File: src/rtl/ctrl_pkg.sv
// Shared control-path definitions: ALUOp encodings, RISC-V major opcodes,
// and the per-stage control bundle carried down the pipeline.
package ctrl_pkg;

    localparam logic [1:0] ADD_OPCODE    = 2'b00;
    localparam logic [1:0] SUB_OPCODE    = 2'b01;
    localparam logic [1:0] R_TYPE_OPCODE = 2'b10;

    localparam logic [6:0] OP_R_TYPE = 7'b0110011;
    localparam logic [6:0] OP_I_TYPE = 7'b0010011;
    localparam logic [6:0] OP_LOAD   = 7'b0000011;
    localparam logic [6:0] OP_STORE  = 7'b0100011;
    localparam logic [6:0] OP_BRANCH = 7'b1100011;
    localparam logic [6:0] OP_JAL    = 7'b1101111;

    typedef struct packed {
        logic [1:0] alu_op;
        logic       alu_src;
    } ex_ctrl_t;

    typedef struct packed {
        logic mem_read;
        logic mem_write;
    } mem_ctrl_t;

    typedef struct packed {
        logic mem_2_reg;
        logic reg_write;
    } wb_ctrl_t;

    typedef struct packed {
        ex_ctrl_t  ex;
        mem_ctrl_t mem;
        wb_ctrl_t  wb;
    } ctrl_bundle_t;

    // A bubble does nothing: add with no memory access and no writeback.
    localparam ctrl_bundle_t NOP_BUNDLE = '{
        ex:  '{alu_op: ADD_OPCODE, alu_src: 1'b0},
        mem: '{mem_read: 1'b0, mem_write: 1'b0},
        wb:  '{mem_2_reg: 1'b0, reg_write: 1'b0}
    };

endpackage

File: src/rtl/ctrl_stage_reg.sv
// One pipeline control register. A bubble overrides load and forces the
// NOP value; reset also yields the NOP value.
module ctrl_stage_reg
    import ctrl_pkg::*;
#(
    parameter int             W       = 8,
    parameter logic [W-1:0]   NOP_VAL = '0
) (
    input  logic         clk,
    input  logic         arst_n,
    input  logic         load,
    input  logic         bubble,
    input  logic [W-1:0] d,
    output logic [W-1:0] q
);

    always_ff @(posedge clk or negedge arst_n) begin
        if (!arst_n) begin
            q <= NOP_VAL;
        end else if (bubble) begin
            q <= NOP_VAL;
        end else if (load) begin
            q <= d;
        end
    end

endmodule

File: src/rtl/hazard_ctrl_pipe.sv
// Carries decoded control through ID/EX, EX/MEM and MEM/WB, stalls on
// load-use hazards and flushes IF/ID on a taken branch or jump.
module hazard_ctrl_pipe
    import ctrl_pkg::*;
#(
    parameter int REG_W = 5,
    parameter int CNT_W = 16
) (
    input  logic             clk,
    input  logic             arst_n,
    input  logic [1:0]       id_alu_op,
    input  logic             id_alu_src,
    input  logic             id_mem_read,
    input  logic             id_mem_write,
    input  logic             id_mem_2_reg,
    input  logic             id_reg_write,
    input  logic             id_branch,
    input  logic             id_jump,
    input  logic             id_if_flush,
    input  logic [REG_W-1:0] id_rs1,
    input  logic [REG_W-1:0] id_rs2,
    input  logic [REG_W-1:0] id_rd,
    output logic             pc_write,
    output logic             if_id_write,
    output logic             if_id_flush,
    output logic [1:0]       ex_alu_op,
    output logic             ex_alu_src,
    output logic             ex_mem_read,
    output logic             ex_mem_write,
    output logic             ex_mem_2_reg,
    output logic             ex_reg_write,
    output logic [REG_W-1:0] ex_rd,
    output logic             mem_mem_read,
    output logic             mem_mem_write,
    output logic             mem_mem_2_reg,
    output logic             mem_reg_write,
    output logic [REG_W-1:0] mem_rd,
    output logic             wb_mem_2_reg,
    output logic             wb_reg_write,
    output logic [REG_W-1:0] wb_rd,
    output logic [CNT_W-1:0] stall_cnt
);

    localparam int IDEX_W  = $bits(ctrl_bundle_t) + REG_W;
    localparam int EXMEM_W = $bits(mem_ctrl_t) + $bits(wb_ctrl_t) + REG_W;
    localparam int MEMWB_W = $bits(wb_ctrl_t) + REG_W;
    localparam logic [IDEX_W-1:0] IDEX_NOP = {NOP_BUNDLE, {REG_W{1'b0}}};

    ctrl_bundle_t       id_b;
    ctrl_bundle_t       ex_b;
    mem_ctrl_t          mem_m;
    wb_ctrl_t           mem_w;
    wb_ctrl_t           wb_w;
    logic [IDEX_W-1:0]  idex_q;
    logic [EXMEM_W-1:0] exmem_q;
    logic [MEMWB_W-1:0] memwb_q;
    logic               hz;

    assign id_b = '{
        ex:  '{alu_op: id_alu_op, alu_src: id_alu_src},
        mem: '{mem_read: id_mem_read, mem_write: id_mem_write},
        wb:  '{mem_2_reg: id_mem_2_reg, reg_write: id_reg_write}
    };

    // Bubbles carry rd=0, so a bubble in EX can never itself raise a hazard.
    assign hz = ex_b.mem.mem_read && (ex_rd != '0) &&
                ((ex_rd == id_rs1) || (ex_rd == id_rs2));

    assign pc_write    = ~hz;
    assign if_id_write = ~hz;
    assign if_id_flush = id_if_flush & (id_branch | id_jump) & ~hz;

    ctrl_stage_reg #(.W(IDEX_W), .NOP_VAL(IDEX_NOP)) u_id_ex (
        .clk    (clk),
        .arst_n (arst_n),
        .load   (1'b1),
        .bubble (hz),
        .d      ({id_b, id_rd}),
        .q      (idex_q)
    );

    ctrl_stage_reg #(.W(EXMEM_W)) u_ex_mem (
        .clk    (clk),
        .arst_n (arst_n),
        .load   (1'b1),
        .bubble (1'b0),
        .d      ({ex_b.mem, ex_b.wb, ex_rd}),
        .q      (exmem_q)
    );

    ctrl_stage_reg #(.W(MEMWB_W)) u_mem_wb (
        .clk    (clk),
        .arst_n (arst_n),
        .load   (1'b1),
        .bubble (1'b0),
        .d      ({mem_w, mem_rd}),
        .q      (memwb_q)
    );

    assign {ex_b, ex_rd}         = idex_q;
    assign {mem_m, mem_w, mem_rd} = exmem_q;
    assign {wb_w, wb_rd}         = memwb_q;

    assign ex_alu_op     = ex_b.ex.alu_op;
    assign ex_alu_src    = ex_b.ex.alu_src;
    assign ex_mem_read   = ex_b.mem.mem_read;
    assign ex_mem_write  = ex_b.mem.mem_write;
    assign ex_mem_2_reg  = ex_b.wb.mem_2_reg;
    assign ex_reg_write  = ex_b.wb.reg_write;
    assign mem_mem_read  = mem_m.mem_read;
    assign mem_mem_write = mem_m.mem_write;
    assign mem_mem_2_reg = mem_w.mem_2_reg;
    assign mem_reg_write = mem_w.reg_write;
    assign wb_mem_2_reg  = wb_w.mem_2_reg;
    assign wb_reg_write  = wb_w.reg_write;

    always_ff @(posedge clk or negedge arst_n) begin
        if (!arst_n) begin
            stall_cnt <= '0;
        end else if (hz && (stall_cnt != '1)) begin
            stall_cnt <= stall_cnt + CNT_W'(1);
        end
    end

endmodule

File: config.mk
export PLATFORM = sky130hd
export DESIGN_NAME = hazard_ctrl_pipe
export DESIGN_NICKNAME = d
export VERILOG_FILES = /design/src/rtl/ctrl_pkg.sv /design/src/rtl/ctrl_stage_reg.sv /design/src/rtl/hazard_ctrl_pipe.sv
export SDC_FILE = /design/constraint.sdc
export NUM_CORES = 1
export LEC_CHECK = 0
export CORE_MARGIN = 2
export CORE_UTILIZATION = 47
export CTS_BUF_LIST = sky130_fd_sc_hd__clkbuf_2
export CTS_CLUSTER_SIZE = 25
export DETAILED_ROUTE_END_ITERATION = 16
export PLACE_DENSITY_LB_ADDON = 0.3
export SLEW_MARGIN = 20
export SYNTH_ARGS = -nofsm -noshare
export SYNTH_HDL_FRONTEND = slang
export SYNTH_SLANG_ARGS = --single-unit
export TNS_END_PERCENT = 5
File: constraint.sdc
create_clock -name clk -period 2.96 [get_ports clk]
set_clock_uncertainty 0.05 [all_clocks]
set_input_delay 0.592 -clock clk [delete_from_list [all_inputs] [get_ports clk]]
set_output_delay 0.592 -clock clk [all_outputs]
set_load 0.02 [all_outputs]
==> results.sh, run 1 <==
export IMPL_avgSynthCellArea_um2=13.2
export IMPL_antenna_found_initial=0
export IMPL_reg2reg_slack_ns=1.05
export IMPL_critPathLaunchType="register"
export IMPL_max_slew_margin_pct=37.7
export IMPL_cp_slowest_cell="or4_4"
export IMPL_holdBufCountCts=0
export IMPL_fmax_mhz=349
export IMPL_n_antenna_cell=0
export IMPL_tightest_slew_ns=0.935
export IMPL_syn_nets=166
export IMPL_swShare_pct=28.4
export IMPL_gp_congestion=0.759
export IMPL_cp_max_fo=5
export IMPL_dp_final_hpwl_um=2910
export IMPL_drv_cap=0
export IMPL_die_area_um2=4380
export IMPL_grt_setup_unrepaired="false"
export IMPL_htreeDepth=2
export IMPL_drtAntennaViolNets=0
export IMPL_final_area_um2=2680
export IMPL_holdWs_ns=0.218
export IMPL_numCtsBuffers=5
export IMPL_finalCoreUtilization_pct=72.8
export IMPL_critical_path_cell_chain="or4_4 > o21a_1 > and2_4 > nor2_4 > dlygate4sd2_1"
export IMPL_power_density_nw_per_um2=492
export IMPL_yosysTopAreaCell="dfrtp_1"
export IMPL_timing_rr_end="stall_cnt[1]$_DFFE_PN0P_"
export IMPL_grt_start_max_net_pins=45
export IMPL_cts_clk_slew_worst_paths_ns=0.23
export IMPL_die_w_um=66.2
export IMPL_synth_cell_types=34
export IMPL_cp_startpoint="u_id_ex.q[3]$_DFF_PN0_"
export IMPL_power_switching_mw=0.375
export IMPL_first_global_vias=1381
export IMPL_fin_nets=249
export IMPL_fillers=255
export IMPL_crit_arrival_ns=2.22
export IMPL_regArea_um2=1100
export IMPL_seqPwrFrac_pct=51.9
export IMPL_required_ns=2.32
export IMPL_yosysWarnings=0
export IMPL_netlist_instances=138
export IMPL_placed_area_um2=2600
export IMPL_initial_core_util_pct=49.2
export IMPL_multi_input_area_um2=674
export IMPL_hold_class="in2async"
export IMPL_status="complete, no violations"
export IMPL_via_count=1369
export IMPL_rows=22
export IMPL_finalWirelength_um=3920
export IMPL_fin_ws_ns=0.0947
export IMPL_final_layout_size_suffix_gt1_share_pct=16.7
export IMPL_min_period_ns=2.87
export IMPL_netlist_area_um2=1820
export IMPL_post_drt_wl_per_cell_um=14.5
export IMPL_ios=74
export IMPL_drt_iter0_drc=84
export IMPL_drc=0
export IMPL_core_area_um2=3690
export IMPL_syn_to_final_growth_pct=47.8
export IMPL_crit_path_max_incr_delay_ns=0.51
export IMPL_port_buffers=73
export IMPL_synth_seq_area_share_pct=60.6
export IMPL_crit_buf_inv=1
export IMPL_vias_per_cell=5.07
export IMPL_pre_cts_ws_ns=0.0183
export IMPL_clockPowerShare_pct=26.1
export IMPL_critPathCaptureType="output port"
export IMPL_grt_ovfl_total=0
export IMPL_path_delay_family="simple AND/OR/NAND/NOR gates"
export IMPL_clkLatencyLatePin_ns=0.42
export IMPL_yosys_area_top_type_share_pct=60.6
export IMPL_r2r_cells=7
export IMPL_slew_violations=0
export IMPL_tritoncts="done"
export IMPL_synth_area_leaders="dfrtp_1 (61%), xnor2_1 (11%), nor2b_2 (3.4%), nand3_1 (3.3%), nand4_1 (2.4%)"
export IMPL_grt_usage_pct=19.8
export IMPL_cell_internal_pwr_mw=0.946
export IMPL_most_common_layout_cells="clkdlybuf4s50_1 (69), dfrtp_1 (43), xnor2_1 (23)"
export IMPL_setup_violations=0
export IMPL_period_share_pct=96.8
export IMPL_max_clock_path_buffers=2
export IMPL_tns_ns=0
export IMPL_layout_cells_most_common="clkdlybuf4s50_1"
export IMPL_crit_type="reg2out"
export IMPL_worstReg2RegStart="u_id_ex.q[3]$_DFF_PN0_"
export IMPL_comb_power_share_pct=21.9
export IMPL_p_leak_nw=1.10
export IMPL_firstDrtPassIters=4
export IMPL_ir_worst_vdd_v=0.000338
export IMPL_grt_pass1_wl_um=6360
export IMPL_clock_sinks=44
export IMPL_fp_dieH_um=66.2
export IMPL_cts_root_buffer="clkbuf_2"
export IMPL_yosys_register_bits=44
export IMPL_final_hold_viol_count=0
state kept, by name, summed over array words and instances (netlist names):
register	count
u_ex_mem.q	9
u_mem_wb.q	7
stall_cnt	16
u_id_ex.q	12
logic make-up after synthesis:
group | Yosys count | share of synthesized area (%)
and+or+nand+nor | 56 | 21.0
DFF | 44 | 60.6
xor gates and xnor gates | 24 | 11.6
AOI/OAI and AO/OA | 7 | 3.31
buffers and inverters | 5 | 2.21
muxes | 1 | 0.620
adders and majority gates | 1 | 0.689
layer usage:
| metal | up-vias | global-route usage, % | wire, um |
|---|---|---|---|
| met5 | - | 0 | 0 |
| met4 | 0 | 10.7 | 146 |
| met3 | 16 | 5.96 | 235 |
| met2 | 49 | 33.0 | 2030 |
| met1 | 659 | 22.7 | 1510 |
| li1 | 645 | - | - |
repair_timing:
action                     4_1_cts  5_1_grt
setup endpoints to repair        3        1
cloned                           0        0
gates resized for setup          4        0
buffers inserted                 0        2
pin swaps                        0        0
per-stage QoR:
| stage | power (mW) | instances |
|---|---|---|
| final | 1.32 | 270 |
| after global placement | 0.978 | 260 |
| after global routing | 1.39 | 270 |
| after detailed placement | 0.989 | 260 |
| after CTS | 1.33 | 268 |
| after floorplan | 0.825 | 138 |
cell usage after synthesis, drive strengths merged:
library cell / instances
nor3: 6
nor2: 2
nand4: 7
or4: 1
or2: 1
nand3: 12
a21oi: 1
xnor2: 23
ha: 1
nor2b: 8
buf: 3
o21a: 1
a21boi: 1
mux2: 1
a31oi: 1
and4: 4
inv: 2
and2: 2
o21ai: 2
and2b: 4
and3: 3
o22ai: 1
nor4: 1
dfrtp: 44
nand2: 5
xor2: 1
cell type report:
class,count,area share [%]
clock inverter,3,1.77
inverter,2,0.280
timing repair buffer,79,28.6
sequential,44,41.1
clock buffer,5,0.932
multi-input combinational,89,25.1
tap,48,2.24
power by group through the flow:
stage	combinational [mW]	clock (mW)	sequential [mW]
final	0.290	0.345	0.686
after global routing	0.309	0.385	0.695
after CTS	0.291	0.354	0.688
after detailed placement	0.290	0	0.698
after global placement	0.284	0	0.694
after floorplan	0.0746	0	0.751
worst reg2reg max path, delay by kind of cell (launching register included):
kind	cells	cell delay [ns]
compound gates	1	0.20
xor+xnor	1	0.18
buf+inv	2	0.38
flops	1	0.49
mux	1	0.31
simple gates	2	0.20
how the worst max path moves through the flow:
| stage | end | slack [ns] | cells after the start |
|---|---|---|---|
| 6_report | if_id_flush | 0.09 | 5 |
| 5_1_grt | if_id_flush | 0.01 | 5 |
| 4_1_cts | if_id_flush | 0.06 | 5 |
| 3_5_place_dp | if_id_write | 0.02 | 7 |
| 3_3_place_gp | if_id_write | 0.06 | 7 |
| 2_1_floorplan | pc_write | 0.42 | 6 |
(Power assumes the default switching activity.)
==> run 2, diff against run 1 <==
Settings changed: CORE_UTILIZATION 47 to 44, SLEW_MARGIN 20 to unset.
Clock period 2.96 ns to 3.25 ns, I/O delays scaled along.
==> run 2 against run 1 <==
Against the previous run: core utilization fell by 6.1 points; combinational power fell by 12%; largest power group unchanged; largest cell class unchanged; highest routed layer unchanged; critical endpoint unchanged; register-to-register slack better by 0.22 ns.
==> results.sh, run 2 (same netlist as run 1, synthesis figures left out) <==
export IMPL_cp_startpoint="u_id_ex.q[2]$_DFF_PN0_"
export IMPL_wl_met2_um=2010
export IMPL_dp_final_hpwl_um=2900
export IMPL_holdBufCountCts=0
export IMPL_first_global_vias=1314
export IMPL_n_antenna_cell=0
export IMPL_highest_layer="met4"
export IMPL_reg2reg_slack_ns=1.27
export IMPL_power_density_nw_per_um2=448
export IMPL_finalCoreUtilization_pct=66.7
export IMPL_worstReg2RegStart="u_id_ex.q[2]$_DFF_PN0_"
export IMPL_antenna_found_initial=0
export IMPL_drc=0
export IMPL_drtAntennaViolNets=0
export IMPL_power_mw=1.19
export IMPL_grt_start_max_net_pins=45
export IMPL_max_clock_path_buffers=2
export IMPL_holdWs_ns=0.300
export IMPL_top_register="stall_cnt"
export IMPL_layout_cells_most_common="clkdlybuf4s50_1"
export IMPL_p_leak_nw=1.08
export IMPL_clkLatencyLatePin_ns=0.39
export IMPL_ir_worst_vdd_v=0.000475
export IMPL_clock_sinks=44
export IMPL_die_w_um=68.2
export IMPL_drv_cap=0
export IMPL_period_share_pct=92.2
export IMPL_finalWirelength_um=3880
export IMPL_grt_ovfl_total=0
export IMPL_port_buffers=73
export IMPL_min_period_ns=3.00
export IMPL_wl_met1_um=1550
export IMPL_wl_met3_um=241
export IMPL_cts_root_buffer="clkbuf_2"
export IMPL_layout_cells_non_filler=268
export IMPL_core_area_um2=3970
export IMPL_firstDrtPassIters=4
export IMPL_max_slew_margin_pct=38.8
export IMPL_crit_path_max_incr_delay_ns=0.57
export IMPL_final_hold_viol_count=0
export IMPL_post_drt_wl_per_cell_um=14.5
export IMPL_initial_core_util_pct=45.7
export IMPL_ios=74
export IMPL_timing_rr_end="u_id_ex.q[11]$_DFF_PN0_"
export IMPL_grt_pass1_wl_um=6180
export IMPL_syn_to_final_growth_pct=45.9
export IMPL_critical_path_cell_chain="or4_4 > o21a_1 > and2_4 > nor2_4 > dlygate4sd2_1"
export IMPL_numCtsBuffers=5
export IMPL_r2r_cells=5
export IMPL_status="complete, no violations"
export IMPL_fillers=306
export IMPL_htreeDepth=2
export IMPL_fmax_mhz=334
export IMPL_crit_arrival_ns=2.30
export IMPL_most_common_layout_cells="clkdlybuf4s50_1 (69), dfrtp_1 (43), xnor2_1 (23)"
export IMPL_crit_type="reg2out"
export IMPL_fp_dieH_um=68.2
export IMPL_reg_largest_list="stall_cnt x16, u_id_ex.q x12, u_ex_mem.q x9"
export IMPL_vias_per_cell=4.94
export IMPL_die_area_um2=4660
export IMPL_slew_violations=0
export IMPL_drt_iter0_drc=44
export IMPL_tightest_slew_ns=0.917
export IMPL_via_count=1325
export IMPL_tns_ns=0
export IMPL_fin_nets=245
export IMPL_postCtsSetupRepairBufs=0
export IMPL_largest_reg_flops=16
export IMPL_grt_usage_pct=18.6
export IMPL_final_layout_size_suffix_gt1_share_pct=15.1
export IMPL_dp_cells=260
export IMPL_cp_slowest_cell="or4_4"
export IMPL_gp_congestion=0.690
export IMPL_rows=23
export IMPL_cts_clk_slew_worst_paths_ns=0.21
export IMPL_required_ns=2.55
export IMPL_tritoncts="done"
export IMPL_crit_buf_inv=1
export IMPL_critPathCaptureType="output port"
export IMPL_path_delay_family="simple AND/OR/NAND/NOR gates"
export IMPL_grt_setup_unrepaired="false"
export IMPL_critPathLaunchType="register"
export IMPL_cp_max_fo=5
export IMPL_setup_violations=0
export IMPL_hold_class="in2async"
## run 2: changes by cell type in the layout (fill, tap and decap cells not counted), sizes merged
| cell | before | now |
|---|---|---|
| buf | 7 | 3 |
| clkbuf | 5 | 6 |
| clkinv | 2 | 1 |
## run 2: routing by layer
layer	global-route usage, %	vias up
met1	20.8	633
met4	9.00	0
met2	33.5	51
met5	0	-
li1	-	634
met3	3.95	7
## run 2: where the power goes
group | switching, mW | internal (mW)
Combinational | 0.118 | 0.137
Clock | 0.168 | 0.132
Sequential | 0.0419 | 0.588
## run 2: timing repair
action                     4_1_cts  5_1_grt
hold endpoints to repair         0        0
resized for setup                4        0
setup endpoints to repair        3        0
## run 2: how the worst max path moves through the flow
stage | endpoint | slack (ns) | cells past startpoint
finish | if_id_flush | 0.25 | 5
global route | if_id_flush | 0.14 | 5
CTS | if_id_flush | 0.21 | 5
detailed placement | if_id_write | 0.17 | 7
global placement | pc_write | 0.19 | 7
floorplan | pc_write | 0.66 | 6
## run 2: area by class of cell
cell class	instances	area (um^2)	area share, %
clock inverter	2	35.0	1.32
inverter	2	7.51	0.283
clock buffer	6	30.0	1.13
multi-input combinational	89	674	25.5
timing repair buffer	75	737	27.8
sequential	44	1100	41.6
tap	50	62.6	2.36
## run 2: per-stage QoR
stage | instance area, um^2 | setup slack (ns)
after floorplan | 1820 | 0.655
after global placement | 2590 | 0.191
after detailed placement | 2590 | 0.168
after CTS | 2650 | 0.210
after global routing | 2650 | 0.138
final | 2650 | 0.254
